`config.mk`:
```
export PLATFORM = sky130hd
export DESIGN_NAME = wb_regfile
export DESIGN_NICKNAME = d
export VERILOG_FILES = /design/src/rtl/wb_regfile.sv
export SDC_FILE = /design/constraint.sdc
export NUM_CORES = 2
export LEC_CHECK = 0
export CAP_MARGIN = 20
export CORE_ASPECT_RATIO = 0.7
export CORE_UTILIZATION = 43
export CTS_CLUSTER_SIZE = 16
export DETAILED_ROUTE_END_ITERATION = 8
export PLACE_DENSITY_LB_ADDON = 0.15
export SLEW_MARGIN = 20
export SYNTH_ARGS = -nofsm -noshare
export SYNTH_HDL_FRONTEND = slang
export SYNTH_SLANG_ARGS = --single-unit
```
`constraint.sdc`:
```
create_clock -name clk -period 2.4 [get_ports clk]
set_input_delay 0.36 -clock clk [delete_from_list [all_inputs] [get_ports clk]]
set_output_delay 0.36 -clock clk [all_outputs]
set_load 0.02 [all_outputs]
```
`src/rtl/wb_regfile.sv`:
```
// wb_regfile: MEM/WB pipeline latch feeding a 2**ADDR_W-entry register file with two bypassed read ports.
// Latency: MEM write readable by bypass after the loading edge N, from the array after edge N+1; reads are combinational.
// Backpressure: stall holds the latch and the commit repeats harmlessly; flush inserts a bubble and overrides stall.
module wb_regfile #(
  parameter int ADDR_W = 5,
  parameter int DATA_W = 32
) (
  input  logic              clk,
  input  logic              rst,
  input  logic              stall,
  input  logic              flush,
  input  logic [ADDR_W-1:0] wd_i,
  input  logic              wreg_i,
  input  logic [DATA_W-1:0] wdata_i,
  input  logic              re1,
  input  logic [ADDR_W-1:0] raddr1,
  output logic [DATA_W-1:0] rdata1,
  input  logic              re2,
  input  logic [ADDR_W-1:0] raddr2,
  output logic [DATA_W-1:0] rdata2,
  output logic [ADDR_W-1:0] wb_wd_o,
  output logic              wb_wreg_o,
  output logic [DATA_W-1:0] wb_wdata_o
);

  localparam int REG_NUM = 2**ADDR_W;

  // One pending write-back: destination, enable, data.
  typedef struct packed {
    logic [ADDR_W-1:0] wd;
    logic              wreg;
    logic [DATA_W-1:0] wdata;
  } wb_t;

  wb_t               wb_q;
  logic [DATA_W-1:0] regs [REG_NUM];

  // MEM/WB latch: flush clears to a bubble, otherwise stall holds, otherwise load from MEM.
  always_ff @(posedge clk or negedge rst) begin
    if (!rst) begin
      wb_q <= '0;
    end else if (flush) begin
      wb_q <= '0;
    end else if (!stall) begin
      wb_q <= '{wd: wd_i, wreg: wreg_i, wdata: wdata_i};
    end
  end

  // Commit the latched write into the array; r0 is never written so it stays zero.
  always_ff @(posedge clk or negedge rst) begin
    if (!rst) begin
      for (int i = 0; i < REG_NUM; i++) begin
        regs[i] <= '0;
      end
    end else if (wb_q.wreg && (wb_q.wd != '0)) begin
      regs[wb_q.wd] <= wb_q.wdata;
    end
  end

  // Read port 1: zero under reset/disable/r0, else bypass the pending write, else the array.
  always_comb begin
    rdata1 = '0;
    if (!rst || !re1 || (raddr1 == '0)) begin
      rdata1 = '0;
    end else if (wb_q.wreg && (wb_q.wd == raddr1)) begin
      rdata1 = wb_q.wdata;
    end else begin
      rdata1 = regs[raddr1];
    end
  end

  // Read port 2: same priority as port 1.
  always_comb begin
    rdata2 = '0;
    if (!rst || !re2 || (raddr2 == '0)) begin
      rdata2 = '0;
    end else if (wb_q.wreg && (wb_q.wd == raddr2)) begin
      rdata2 = wb_q.wdata;
    end else begin
      rdata2 = regs[raddr2];
    end
  end

  assign wb_wd_o    = wb_q.wd;
  assign wb_wreg_o  = wb_q.wreg;
  assign wb_wdata_o = wb_q.wdata;

endmodule
```
* Word level (Yosys, flattened, before mapping)
Cells that the tools add are included.
** Operators by class
- Order comparisons :: 4
- Equal/unequal tests :: 3
- Muxes and demuxes :: 15
- Bitwise operators :: 3
- Reductions and logical operators :: 14
** Operator list (number)
- 1024-bit bitwise mux :: 1
- 32-bit binary-select mux with 5-bit select :: 2
- 32-bit 2-to-1 mux :: 9
- 32-bit demux with 5-bit select :: 1
- 38-bit 2-to-1 mux :: 2
- 6-bit greater-or-equal comparator (second input constant) :: 3
- 5-bit NOT with 6-bit output :: 3
- 5-bit equality test :: 2
- 5-bit logical NOT :: 2
- 6-bit by 1-bit less-than comparator with 1-bit output (second input constant) :: 1
- 5-bit nonzero test :: 1
- 1-bit logical AND :: 4
- 1-bit logical OR :: 4
- 1-bit logical NOT :: 3
- 2-bit by 1-bit inequality test with 1-bit output (second input constant) :: 1
** Word-level totals
- Flip-flop bits (word level) :: 1062
- Input bits :: 54

* Depth between registers and ports, before layout
- Depth after elaboration :: 6
- Mapped depth :: 9
- Gate-level depth less buffers :: 5

* Worst setup path before layout
No wires, ideal clock.
- Path type :: input to output
- From :: in raddr1[0]
- To :: out rdata1[30]
- Arrival time :: 2407 ps
- Path slack :: -367 ps
- Stages on the path :: 9
- Path through :: buf_6 buf_12 buf_8 buf_6 mux2i_1 a21oi_1 nand3_1 nor3b_1 a2111oi_0
** On the way
- Word-level cells in the longest chain between the ends :: 6
- Elaborated cells on any way between the ends :: 10
- Classes of those cells :: eq/ne: 1; mux: 5; bitwise: 1; reduce/logical: 3
** Ends and longest elaborated chain
- start: declaration :: line 16 : input logic [ADDR_W-1:0] raddr1,
- 5-bit NOT with 6-bit output (implied by the code) :: line 68 : rdata1 = regs[raddr1];
- 32-bit binary-select mux with 5-bit select :: line 68
- 32-bit 2-to-1 mux (implied by the code) (2 in a row) :: line 68
- 32-bit 2-to-1 mux :: line 65 : end else if (wb_q.wreg && (wb_q.wd == raddr1)) begin
- 32-bit 2-to-1 mux * :: line 63 : if (!rst || !re1 || (raddr1 == '0)) begin
- end: declaration :: line 17 : output logic [DATA_W-1:0] rdata1,
Mark *: on every way between the ends. The rest lies on a longest branch, timed or not. The select of a mux whose other input is x is not followed.

* Worst setup path in the final report
- From :: reg wb_q (netlist bit wb_wd_o[1])
- To :: out rdata1[13]
** On the way
- Word-level cells in the longest chain between the ends :: 4
** Ends and longest elaborated chain
- start: declaration :: line 35 : wb_t wb_q;
- start signal: assignment :: line 45 : wb_q <= '{wd: wd_i, wreg: wreg_i, wdata: wdata_i};
- 5-bit equality test :: line 65
- 1-bit logical AND :: line 65
- 32-bit 2-to-1 mux :: line 65
- 32-bit 2-to-1 mux :: line 63
Every way passes these cells.

==> results.txt <==
- Status: finished, violations left
* Failing checks: DRC, hold timing, setup timing
* Die Width: ~440 microns
* Number of I/O pins: about 160
- The net count of the finished layout is 4539.
- H-tree Lvls: 3
- The HPWL after detailed placement is ~130000 microns.
- After detailed routing, the average wire length per cell comes to roughly 32 microns.
- Series of cell instances along the critical path: buf_6 > xnor2_2 > nand4_1 > o2111ai_4 > buf_12 > buf_12 > buf_12 > a21oi_4 > a221o_1 > buf_6
- At the worst endpoint, the arrival time is approximately 3.1 ns.
- Number of enable flip-flop cells after synthesis: 0
- In this run the deepest clock path goes through 3 buffers.
* Tightest slew margin relative to the limit: between 30% and 40%
* Synthesis Warnings: 0
- STA classifies the critical path startpoint as a register.
* Most prevalent standard cell on the critical path: sky130_fd_sc_hd__buf_12
* Static leakage power: ~33 nW
- The slowest stage of the critical path belongs to the cell sky130_fd_sc_hd__dfrtp_2.
* Post-synthesis cell area: around 0.057 sq mm
* Cell count after synthesis: a little under 4000
* Wire length of the first global-routing pass: 293700 microns
- Initial antenna violation count: 3
- Drt first pass iters: 7
- The tree is rooted in a sky130_fd_sc_hd__clkbuf_16.
- Mapped Nets: approximately 4000
* Commonest non-fill, non-tap cell in the layout: sky130_fd_sc_hd__dfrtp_1
* Fraction of the cycle the final worst path needs: 142.9%
- The initial utilization of the core area, before any placement, comes to between 40% and 50%.
- Worst Setup Slack, final: -1.029 ns
- At the pin with the least slew margin, the transition time is 0.9818 ns.
- Area enclosed by the die boundary: 0.1339 sq mm
- Min Tclk post-route: roughly 3.4 ns
- In this run the tool buffered the top-level ports with about 160 buffer cells.
- Number of buffers created by CTS: between 100 and 150
- Number of clock sinks: between 1000 and 1500
- The worst setup path is of the register to primary output kind.
* Max Clock Skew: around 0.041 ns
- In this run, synthesis produced a sequential element count of 1062.
* Worst path required time: 2.04 ns
- Aggregate routed wire length: approximately 200000 microns
* Most used cells in the layout excluding fill and tap cells: 1048 x sky130_fd_sc_hd__dfrtp_1, 998 x sky130_fd_sc_hd__mux2_2, 527 x sky130_fd_sc_hd__buf_4
- Derived from the worst setup path, the maximum achievable clock frequency is 0.2916 GHz.
* Vias in the first global route: approximately 40000
- A synthesized cell averages ~14 sq um.
- Unrepaired setup endpoints after global routing: yes
- Post-DR vias/cell: 6.297
* Highest metal layer used by the detailed router: met4
* Final hold violation count: 19
- The sequential cells in the finished layout cover a total of ~0.027 sq mm.
- The largest single stage delay on the critical path is between 0.4 and 0.5 ns.
- Of the synthesized area, sequential elements account for around 47%.
- Detailed router's first-iteration violation count: 4102
- Worst IR Drop VDD: roughly 0.7 mV
- After synthesis, the netlist uses 48 different library cells.
- Core Rows: roughly 110
- The largest total area in the synthesized netlist belongs to sky130_fd_sc_hd__dfrtp_1.
* Remaining antenna violation count after routing: 0
- Dominant cells by area after synthesis: sky130_fd_sc_hd__dfrtp_1 47%, sky130_fd_sc_hd__mux2_2 20%, sky130_fd_sc_hd__mux4_2 15%
- TritonCTS built the clock tree.
- The final-report max-slew violation count came to 0.
- In the synthesized netlist the dominant register cell turns out to be sky130_fd_sc_hd__dfrtp_1.
* Total gr overflow: 0
- The post-route netlist has between 50% and 60% of its cells at a drive strength greater than 1.
- Path class of the lowest-slack min-delay path: input port to async pin
* DRT met1 WL: 93930 microns
- Routability-driven placement finished with a final weighted congestion of approximately 0.86.
- Entering global routing, the biggest net connects between 150 and 200 pins.
- Fraction of registers with async set or reset after synthesis: 100.0%
- After detailed routing, the number of remaining DRC violations is 8.
* Clock slew seen by the registers of the worst setup and hold paths: 0.06 ns
* Synth-to-layout area growth: 23.74%
- Area occupied by multi-input gates: around 0.029 sq mm
- Cell type group with the largest total delay on the critical path: buffers and inverters
- Post-Route Utilization: 53.74%
- Height of the die: about 310 microns
* Hold slack final: -0.04744 ns
* Length of routed met3 wiring: roughly 17000 microns
- Power after layout: approximately 0.042 W
* Element type at the critical path end: primary output
- Clock latency at the later pin of the worst-skew pair: between 0.7 and 0.8 ns
* Routed length on met2: 86190 microns
* Pwr per Cell Area: 597.1 mW/mm^2
- The floorplan step defined a core boundary enclosing approximately 0.13 sq mm.
- The final route contains around 40000 vias.
- The critical path contains buffers and inverters numbering 5 combined.
* Total Routing Usage GR: roughly 30%
- After synthesis, the largest area contributor takes up between 40% and 50% of total cell area.
* Number of inserted filler cells in the final layout: ~11000
- Final setup violation count: between 60 and 70
- The tool flagged a number of max-cap violations equal to 0.
* Maximum fanout encountered on the critical timing path: 8
## area by class of cell
class	instances	area share (%)
Inverter	5	0.02664
Timing Repair Buffer	871	12.83
Multi-Input combinational cell	2433	41.04
Clock inverter	39	0.6144
Clock buffer	160	4.633
Sequential cell	1062	37.74
Antenna cell	2	0.007103
Tap cell	1751	3.110
## worst register-to-register path, delay by kind of cell (launching register included)
| kind | cells | cell delay, ns |
|---|---|---|
| AND/OR/NAND/NOR | 2 | 0.65 |
| flip-flops | 1 | 0.48 |
| multiplexers | 1 | 0.39 |
| buffers and inverters | 4 | 0.68 |
## path summary, 6_finish.rpt
check                      startpoint             to  slack, ns  cells after the start
max                        wb_wd_o[1]     rdata1[13]      -1.03                     10
max reg2reg                wb_wd_o[2]      regs[589]       0.07                      7
max in group asynchronous         rst      regs[825]       0.40                      5
min                               rst      regs[933]      -0.05                      3
min in group clk                flush  wb_wdata_o[1]       0.11                      2
min reg2reg                regs[1004]     regs[1004]       0.40                      0
## where the power goes
part           internal, W  leakage (nW)  switching [W]
Combinational      0.00243          16.6        0.00279
Sequential          0.0185          14.7       0.000488
Clock               0.0102          1.83        0.00772
## cells in the mapped netlist (33+ instances only)
master and instances:
sky130_fd_sc_hd__dfrtp_1 1062, sky130_fd_sc_hd__buf_2 126, sky130_fd_sc_hd__a221oi_1 124, sky130_fd_sc_hd__mux2_2 998
sky130_fd_sc_hd__clkbuf_1 220, sky130_fd_sc_hd__a211oi_1 62, sky130_fd_sc_hd__a21oi_1 64, sky130_fd_sc_hd__a22oi_1 93
sky130_fd_sc_hd__nor2_1 60, sky130_fd_sc_hd__nand2_1 38, sky130_fd_sc_hd__mux4_2 368, sky130_fd_sc_hd__o21bai_1 62
sky130_fd_sc_hd__nor2b_1 33, sky130_fd_sc_hd__mux2i_1 356, sky130_fd_sc_hd__buf_1 54
## metal layers
metal | track usage, % | up-vias
met5 | 0 | -
met4 | 7.213 | 0
met3 | 7.220 | 273
met2 | 42.59 | 1553
met1 | 46.32 | 21512
li1 | - | 16480
## timing repair
action,in CTS,in global routing
pin swaps,28,24
setup endpoints to repair,92,114
hold endpoints to repair,1,0
gates cloned,3,3
buffers inserted,30,15
hold buffers,2,0
gates resized for setup,310,122
## metrics by stage
stage / instance area (sq um) / worst slack (ns) / hold WS [ns] / std cells / setup TNS [ns]
after floorplan: 56940 / -0.0008651 / 0.06441 / 3954 / -0.01730
after global placement: 65590 / -1.326 / 0.3802 / 6081 / -54.00
after detailed placement: 65590 / -1.291 / 0.3805 / 6081 / -55.08
after CTS: 69920 / -1.048 / 0.03366 / 6310 / -59.70
after global routing: 70460 / -1.113 / 0.006491 / 6323 / -63.38
final: 70460 / -1.029 / -0.04744 / 6323 / -57.22
## state kept, by name, indices dropped and copies added (netlist names)
name,cells
wb_wdata_o,32
regs,1024
wb_wreg_o,1
wb_wd_o,5
## cells by family after synthesis
| group | count (synthesis) | synth area share (%) |
|---|---|---|
| muxes | 1736 | 40.94 |
| AOI/OAI and AO/OA | 522 | 7.012 |
| and+or+nand+nor | 165 | 1.378 |
| DFF | 1062 | 46.68 |
| buffers and inverters | 459 | 3.846 |
| xor gates and xnor gates | 10 | 0.1538 |
Power figures use the tool's default switching activity.
